===== config.mk =====
export PLATFORM = sky130hd
export DESIGN_NAME = btn_word_tx
export DESIGN_NICKNAME = d
export VERILOG_FILES = /design/src/rtl/btn_word_pkg.sv /design/src/rtl/btn_gap_cnt.sv /design/src/rtl/btn_word_tx.sv
export SDC_FILE = /design/constraint.sdc
export NUM_CORES = 1
export LEC_CHECK = 0
export BUFFER_PORTS_ARGS = -buffer_cell sky130_fd_sc_hd__buf_2
export CORE_MARGIN = 8
export CORE_UTILIZATION = 50
export CTS_CLUSTER_DIAMETER = 30
export DETAILED_ROUTE_END_ITERATION = 8
export PLACE_DENSITY = 0.71
export SYNTH_ARGS = -nofsm -noshare
export SYNTH_HDL_FRONTEND = slang
export SYNTH_SLANG_ARGS = --single-unit

===== constraint.sdc =====
create_clock -name clk -period 3.51 [get_ports clk]
set_clock_uncertainty 0.15 [all_clocks]
set_input_delay 0.351 -clock clk [delete_from_list [all_inputs] [get_ports clk]]
set_output_delay 0.351 -clock clk [all_outputs]
set_load 0.01 [all_outputs]

===== src/rtl/btn_word_pkg.sv =====
// Shared types and constants for the bit-pulse word transmitter.
package btn_word_pkg;

  localparam int DATA_LEN_DEF = 48;
  localparam int GAP_CNT_W    = 8;

  typedef enum logic [1:0] {
    ST_IDLE,
    ST_BIT,
    ST_GAP,
    ST_COMMIT
  } state_t;

endpackage


===== src/rtl/btn_gap_cnt.sv =====
// Idle-gap down counter: load, decrement (saturating at zero), zero flag.
module btn_gap_cnt
  import btn_word_pkg::*;
(
  input  logic                 clk,
  input  logic                 rst_n,
  input  logic                 clr,
  input  logic                 load,
  input  logic [GAP_CNT_W-1:0] load_val,
  input  logic                 dec,
  output logic                 zero
);

  logic [GAP_CNT_W-1:0] cnt;

  always_ff @(posedge clk or negedge rst_n) begin
    if (!rst_n)                  cnt <= '0;
    else if (clr)                cnt <= '0;
    else if (load)               cnt <= load_val;
    else if (dec && cnt != '0)   cnt <= cnt - 1'b1;
  end

  assign zero = (cnt == '0);

endmodule


===== src/rtl/btn_word_tx.sv =====
// Serialises a parallel word MSB-first as one-cycle bit0/bit1 strobes, then commit.
// Optional even-parity trailer bit when BTN_WORD_TX_PARITY_EN is defined.
module btn_word_tx
  import btn_word_pkg::*;
#(
  parameter int DATA_LEN = DATA_LEN_DEF,
  parameter int GAP      = 0
) (
  input  logic                clk,
  input  logic                ck_rstn,
  input  logic [DATA_LEN-1:0] s_data,
  input  logic                s_valid,
  output logic                s_ready,
  input  logic                abort_i,
  output logic                bit0_o,
  output logic                bit1_o,
  output logic                commit_o,
  output logic                busy_o
);

`ifdef BTN_WORD_TX_PARITY_EN
  localparam int N = DATA_LEN + 1;
`else
  localparam int N = DATA_LEN;
`endif
  localparam int BCW = $clog2(DATA_LEN + 2);
  localparam bit HAS_GAP = (GAP > 0);
  localparam logic [GAP_CNT_W-1:0] GAP_LD = HAS_GAP ? GAP_CNT_W'(GAP - 1) : '0;

  state_t         state;
  logic [N-1:0]   sh;
  logic [N-1:0]   frame;
  logic [BCW-1:0] bit_cnt;
  logic           rdy_q, b0_q, b1_q, cmt_q;
  logic           gap_zero, last;

`ifdef BTN_WORD_TX_PARITY_EN
  assign frame = {s_data, ^s_data};
`else
  assign frame = s_data;
`endif

  assign last = (bit_cnt == BCW'(N));

  btn_gap_cnt u_gap (
    .clk      (clk),
    .rst_n    (ck_rstn),
    .clr      (abort_i),
    .load     (state == ST_BIT),
    .load_val (GAP_LD),
    .dec      (state == ST_GAP),
    .zero     (gap_zero)
  );

  always_ff @(posedge clk or negedge ck_rstn) begin
    if (!ck_rstn) begin
      state   <= ST_IDLE;
      rdy_q   <= 1'b0;
      b0_q    <= 1'b0;
      b1_q    <= 1'b0;
      cmt_q   <= 1'b0;
      sh      <= '0;
      bit_cnt <= '0;
    end else begin
      b0_q  <= 1'b0;
      b1_q  <= 1'b0;
      cmt_q <= 1'b0;
      if (abort_i && state != ST_IDLE) begin
        state   <= ST_IDLE;
        rdy_q   <= 1'b1;
        sh      <= '0;
        bit_cnt <= '0;
      end else begin
        case (state)
          ST_IDLE: begin
            rdy_q <= 1'b1;
            if (s_valid && s_ready) begin
              // First pulse goes out straight from the captured word.
              state   <= ST_BIT;
              rdy_q   <= 1'b0;
              b1_q    <= frame[N-1];
              b0_q    <= ~frame[N-1];
              sh      <= frame << 1;
              bit_cnt <= BCW'(1);
            end
          end
          ST_BIT: begin
            if (HAS_GAP) begin
              state <= ST_GAP;
            end else if (last) begin
              state <= ST_COMMIT;
              cmt_q <= 1'b1;
            end else begin
              b1_q    <= sh[N-1];
              b0_q    <= ~sh[N-1];
              sh      <= sh << 1;
              bit_cnt <= bit_cnt + 1'b1;
            end
          end
          ST_GAP: begin
            if (gap_zero) begin
              if (last) begin
                state <= ST_COMMIT;
                cmt_q <= 1'b1;
              end else begin
                state   <= ST_BIT;
                b1_q    <= sh[N-1];
                b0_q    <= ~sh[N-1];
                sh      <= sh << 1;
                bit_cnt <= bit_cnt + 1'b1;
              end
            end
          end
          ST_COMMIT: begin
            state   <= ST_IDLE;
            rdy_q   <= 1'b1;
            bit_cnt <= '0;
          end
          default: state <= ST_IDLE;
        endcase
      end
    end
  end

  // abort_i masks strobes in the very cycle it is seen, so the current pulse is suppressed too.
  assign s_ready  = rdy_q & ~abort_i;
  assign bit0_o   = b0_q & ~abort_i;
  assign bit1_o   = b1_q & ~abort_i;
  assign commit_o = cmt_q & ~abort_i;
  assign busy_o   = (state != ST_IDLE);

endmodule

==> results of run 1 <==
## per-layer routing
layer / vias to the layer above / global-route usage [%] / wire [um]
met5: - / 0 / 0
met4: 0 / 6.20 / 138
met3: 13 / 3.84 / 346
met2: 54 / 22.5 / 3570
met1: 1306 / 19.6 / 3690
li1: 1328 / - / -
## stage by stage
stage	util, %	instances	power [uW]	setup slack (ns)	area [sq um]
floorplan	-	345	2990	0.991	3880
global placement	55.6	488	3260	0.710	4230
detailed placement	55.6	488	3330	0.640	4230
CTS	58.7	505	4060	0.632	4470
global route	58.7	505	4300	0.397	4470
finish	58.7	505	4020	0.631	4470
## registers in the layout (all words and copies together), names as in the netlist
signal,cells
state,2
cmt_q,1
rdy_q,1
sh,47
b0_q,1
u_gap.cnt,8
b1_q,1
bit_cnt,6
## what timing repair did
item,in CTS,in global routing
hold endpoints to repair,27,0
gates resized for setup,0,0
hold buffers,1,0
setup buffers,0,0
## critical path, delay by kind of cell, from the launching register on
family	cells	cell delay (ns)
AND/OR/NAND/NOR	3	1.24
flip-flops	1	0.41
adder cells (fa/ha/maj)	1	0.16
multiplexers	1	0.33
buffers and inverters	2	0.45
## cells in the final DEF, fill, tap and decap left out, types with 2 or more instances in the layout
cell type   instances
mux2_2             18
mux2_4             30
buf_2              56
or4b_2              2
nand2_1             4
bufinv_16           2
nor3_1              5
nand4_1             6
o211ai_1            7
ha_1                8
inv_1              10
a21oi_1             3
nand3b_1            2
o31ai_1             2
xor2_1              5
or4_1               2
nor2b_1             4
nor2_1             60
clkbuf_8           10
buf_4               7
nand3_1             8
dfrtp_1            67
nor4_1              2
clkinvlp_4          2
mux2i_1            47
o21ai_0             2
o2bb2ai_1           3
nand2b_1            3
or3b_2              2
o2111ai_1           2
nor3b_1             3
## synthesized netlist by cell type, types with 6 or more instances
master	instances	area [sq um]
nand3_1	8	40.0
clkbuf_1	9	33.8
mux2i_1	47	470
buf_1	6	22.5
mux2_2	18	203
inv_1	10	37.5
nand4_1	6	37.5
ha_1	9	113
mux2_4	30	450
o211ai_1	7	52.6
dfrtp_1	67	1680
nor2_1	60	225
## worst min path at each step
| stage | cells after the start | endpoint | start |
|---|---|---|---|
| final | 3 | b0_q$_DFF_PN0_ | s_data[47] |
| after global routing | 3 | b0_q$_DFF_PN0_ | s_data[47] |
| after CTS | 3 | b0_q$_DFF_PN0_ | s_data[47] |
| after detailed placement | 1 | bit_cnt[3]$_DFFE_PN0P_ | ck_rstn |
| after global placement | 1 | bit_cnt[3]$_DFFE_PN0P_ | ck_rstn |
| after floorplan | 0 | b0_q$_DFF_PN0_ | ck_rstn |
## cell type report
| cell class | instances | area [sq um] |
|---|---|---|
| Clock buffer | 10 | 138 |
| Timing Repair Buffer | 64 | 343 |
| Multi-Input combinational cell | 246 | 2050 |
| Clock inverter | 6 | 88.8 |
| Sequential cell | 67 | 1680 |
| Tap cell | 102 | 128 |
| Fill cell | 662 | 3140 |
| Inverter | 10 | 37.5 |
## cells by family after synthesis
family                   count (synthesis)
multiplexers                            95
AO/OA/AOI/OAI                           27
flip-flops                              67
buffers and inverters                   32
adder cells (fa/ha/maj)                  9
AND/OR/NAND/NOR                        109
XOR/XNOR                                 6
## power by group
| group | switching, uW | internal [uW] | total [uW] |
|---|---|---|---|
| clock network | 308 | 419 | 727 |
| logic | 973 | 1140 | 2120 |
| registers | 145 | 1030 | 1170 |
==> flow_summary.json, run 1 <==
{
  "outcome": "complete, no violations",
  "r2r_end": "sh[31]$_DFFE_PN0P_",
  "antenna_found_initial": 0,
  "max_slew_margin_pct": 57.2,
  "synth-seq-cells": 67,
  "dp_hpwl_um": 5380,
  "muxShareOfSynthArea_pct": 29.0,
  "num_antenna_cells": 0,
  "ios": 57,
  "fin_crit_sh_pct": 82.0,
  "ys_types": 45,
  "synthAdderAreaFrac_pct": 2.90,
  "drive_gt1_share_pct": 34.2,
  "port-buffer-count": 56,
  "leakage_uw": 0.00223,
  "cts.sinks": 67,
  "grt_pass1_wl_um": 13600,
  "startpoint": "bit_cnt[0]$_DFFE_PN0P_",
  "syn_avg_cell_area_sq_um": 11.2,
  "endpoint": "sh[31]$_DFFE_PN0P_",
  "slew_violations": 0,
  "power_density_nw_per_um2": 900,
  "rrSetupSlack_ns": 0.63,
  "coreArea_sq_um": 7610,
  "drtAntennaViolNets": 0,
  "synth_xor_area_share_pct": 1.36,
  "synth-seq-area-share_pct": 43.2,
  "start_kind": "flop",
  "die_height_um": 104,
  "initial_core_util_pct": 51.0,
  "grt_usage_pct": 14.8,
  "die_w_um": 104,
  "max_cap_violations": 0,
  "drt_iter0_drc": 98,
  "path_cells": "inv_1 > ha_1 > nand4b_1 > nor4b_1 > or4_4 > buf_4 > mux2_4",
  "grt.overflow.total": 0,
  "finalSetupViolations": 0,
  "syn_area_sq_um": 3880,
  "ys.flop_type": "dfrtp_1",
  "wire_per_inst_um": 15.3,
  "synth-compound-area-share_pct": 5.26,
  "viasPerCell": 5.35,
  "slowest_delay_ns": 0.55,
  "first_pass_iters": 4,
  "crit_type": "flop to flop",
  "synth_edf_count": 0,
  "clock_latency_ns": 0.34,
  "worst_slew_pin_slew_ns": 0.641,
  "drc": 0,
  "syn_nets": 406,
  "gp_congestion": 0.796,
  "hp-class": "input pin to flop",
  "nNetsFinal": 459,
  "grt_max_degree": 55,
  "hold_slack_ns": 0.143,
  "critPathMaxFanout": 25,
  "rows": 32,
  "syn2layout_area_growth_pct": 15.2,
  "clockBufferDepth": 2,
  "rsz0062_at_grt": "false",
  "max_freq_ghz": 0.347,
  "cts_tree": "done",
  "synthArstFlopShare_pct": 100,
  "h-tree-depth": 3,
  "yosys.area_share.simple_pct": 14.2,
  "crit_required_ns": 3.58,
  "crit_path_top_delay_cell": "nor4b_1",
  "rr_startpoint": "bit_cnt[0]$_DFFE_PN0P_",
  "worst-endpoint-arrival_ns": 2.95,
  "finalSetupTns_ns": 0,
  "worst_ir_drop_vdd_mv": 0.499,
  "cts-root-buf": "clkbuf_8",
  "numCtsBuffers": 9,
  "hold_viol": 0,
  "rr_worst_depth": 7,
  "fp.dieArea_sq_um": 10800,
  "num_vias": 2701,
  "wirelength_um": 7740,
  "period_minus_slack_ns": 2.88,
  "syn_inst": 345,
  "ys_warn_count": 0,
  "synth_top_family_by_area": "multiplexers",
  "clk_pin_slew_ns": 0.08,
  "grt_pass1_vias": 2878,
  "setup.worst_path.end_class": "flop"
}
No activity file was read; power rests on OpenSTA's default activity.
==> run 2, diff against run 1 <==
Settings changed: PLACE_DENSITY 0.71 to 0.74.
Clock period 3.51 ns to 2.4 ns, I/O delays scaled along.
==> run 2 against run 1 <==
Register-to-register slack got worse by 0.59 ns. Critical path depth unchanged. Sequential power rose by 46%. Setup slack got worse by 0.59 ns. Fmax up 22%. Critical endpoint is now sh[36]$_DFFE_PN0P_.
==> flow_summary.json, run 2 (same netlist as run 1, synthesis figures left out) <==
{
  "place_ws_ns": 0.0466,
  "slowest_delay_ns": 0.60,
  "antenna_found_initial": 0,
  "initial_core_util_pct": 51.0,
  "hp-class": "input pin to flop",
  "grt.overflow.total": 0,
  "rrSetupSlack_ns": 0.04,
  "max_slew_margin_pct": 65.3,
  "viasPerCell": 5.40,
  "max_cap_violations": 0,
  "numCtsBuffers": 9,
  "h-tree-depth": 3,
  "layout_commonest_cell": "dfrtp_1",
  "top_register": "sh",
  "cts.sinks": 67,
  "start_kind": "flop",
  "crit_required_ns": 2.48,
  "crit_type": "flop to flop",
  "grt_max_degree": 68,
  "critPathBufInv": 2,
  "worst_ir_drop_vdd_mv": 0.687,
  "regArea_sq_um": 1680,
  "outcome": "complete, no violations",
  "reg_top3": "sh x47, u_gap.cnt x8, bit_cnt x6",
  "cts-root-buf": "clkbuf_8",
  "final_cell_mix": "dfrtp_1, nor2_1, buf_2",
  "finalSetupViolations": 0,
  "rows": 32,
  "drt_iter0_drc": 151,
  "clockBufferDepth": 2,
  "largest_reg_flops": 47,
  "n_fill_cell": 651,
  "die_height_um": 104,
  "r2r_end": "sh[36]$_DFFE_PN0P_",
  "grt_usage_pct": 15.3,
  "drive_gt1_share_pct": 39.4,
  "fin_ws_ns": 0.0432,
  "slew_violations": 0,
  "max_freq_ghz": 0.424,
  "cts_tree": "done",
  "path_delay_family": "simple AND/OR/NAND/NOR gates",
  "fin_crit_sh_pct": 98.2,
  "multi_input_area_sq_um": 2090,
  "gp_congestion": 0.801,
  "fp.dieArea_sq_um": 10800,
  "rsz0062_at_grt": "true",
  "place_area_sq_um": 4390,
  "leakage_uw": 0.00236,
  "grt_pass1_vias": 3014,
  "wirelength_um": 8290,
  "num_vias": 2843,
  "nNetsFinal": 481,
  "clk_pin_slew_ns": 0.07,
  "coreArea_sq_um": 7610,
  "critPathMaxFanout": 6,
  "clock_latency_ns": 0.34,
  "dp_hpwl_um": 5640,
  "period_minus_slack_ns": 2.36,
  "min_to": "b0_q$_DFF_PN0_",
  "grt_pass1_wl_um": 14000,
  "num_antenna_cells": 0,
  "hold_viol": 0,
  "rr_startpoint": "u_gap.cnt[0]$_DFFE_PN0P_",
  "port-buffer-count": 56,
  "fin_area_sq_um": 4700,
  "min_from": "s_data[47]",
  "drc": 0,
  "drtAntennaViolNets": 0,
  "rr_worst_depth": 7,
  "worst_slew_pin_slew_ns": 0.520,
  "ios": 57,
  "first_pass_iters": 4,
  "syn2layout_area_growth_pct": 21.1,
  "die_w_um": 104,
  "setup.worst_path.end_class": "flop",
  "power_density_nw_per_um2": 1290,
  "crit_path_top_delay_cell": "or4_4",
  "whs_path_depth": 3,
  "path_cells": "inv_2 > ha_2 > nor3b_4 > a211oi_2 > or4_4 > clkbuf_16 > mux2_4",
  "worst-endpoint-arrival_ns": 2.43,
  "wire_per_inst_um": 15.8
}
## run 2: cell types whose count changed in the layout (fill, tap and decap cells not counted), moves of 3 or more
cell and change:
buf_4 +15, buf_12 +3, inv_2 +5, inv_1 -5
## run 2: how the worst max path moves through the flow
stage	start	end	slack (ns)	cells after the start
2_1_floorplan	state[0]$_DFFE_PN0P_	sh[32]$_DFFE_PN0P_	0.002	9
4_1_cts	u_gap.cnt[0]$_DFFE_PN0P_	sh[36]$_DFFE_PN0P_	0.04	7
3_3_place_gp	u_gap.cnt[0]$_DFFE_PN0P_	sh[30]$_DFFE_PN0P_	0.11	7
3_5_place_dp	u_gap.cnt[0]$_DFFE_PN0P_	sh[36]$_DFFE_PN0P_	0.05	7
6_report	u_gap.cnt[0]$_DFFE_PN0P_	sh[36]$_DFFE_PN0P_	0.04	7
5_1_grt	u_gap.cnt[0]$_DFFE_PN0P_	sh[36]$_DFFE_PN0P_	-0.03	7
## run 2: metal layers
layer | track usage [%] | share of wire, % | vias up
li1 | - | - | 1367
met1 | 18.9 | 46 | 1402
met2 | 24.3 | 48 | 62
met3 | 5.20 | 4.8 | 12
met4 | 5.69 | 1.4 | 0
met5 | 0 | 0 | -
## run 2: stage by stage
stage               instances  util, %  hold WS, ns  total power, uW  setup TNS, ns
finish                    526     61.7       0.0522             6050              0
global route              526     61.7       0.0566             6480         -0.565
CTS                       517     60.1       0.0374             5910              0
detailed placement        501     57.6        0.139             5030              0
global placement          501     57.6        0.138             4920              0
floorplan                 345        -       -0.206             4480              0
## run 2: layout make-up
cell class / count / share of cell area, %
clock inverters: 2 / 0.213
well taps: 102 / 2.72
clock buffers: 13 / 3.60
inverters: 10 / 0.799
repair buffers: 86 / 12.5
flip-flops and latches: 67 / 35.7
multi-input cells: 246 / 44.5
## run 2: repair_timing
item | CTS | global route
resized for setup | 0 | 7
hold endpoints to repair | 67 | 0
hold buffers | 1 | 0
setup endpoints to repair | 0 | 51
setup buffers | 0 | 7
## run 2: worst register-to-register path, stage by stage (launching register included)
cell and delay, ns:
dfrtp_1 0.41, inv_2 0.07, ha_2 0.17, nor3b_4 0.21, a211oi_2 0.10, or4_4 0.60
clkbuf_16 0.22, mux2_4 0.30
## run 2: power by group
group | leakage, uW | switching (uW) | internal (uW)
combinational | 0.00139 | 1520 | 1950
sequential | 0.000877 | 202 | 1510
clock | 0.0000953 | 415 | 451
total | 0.00236 | 2140 | 3910
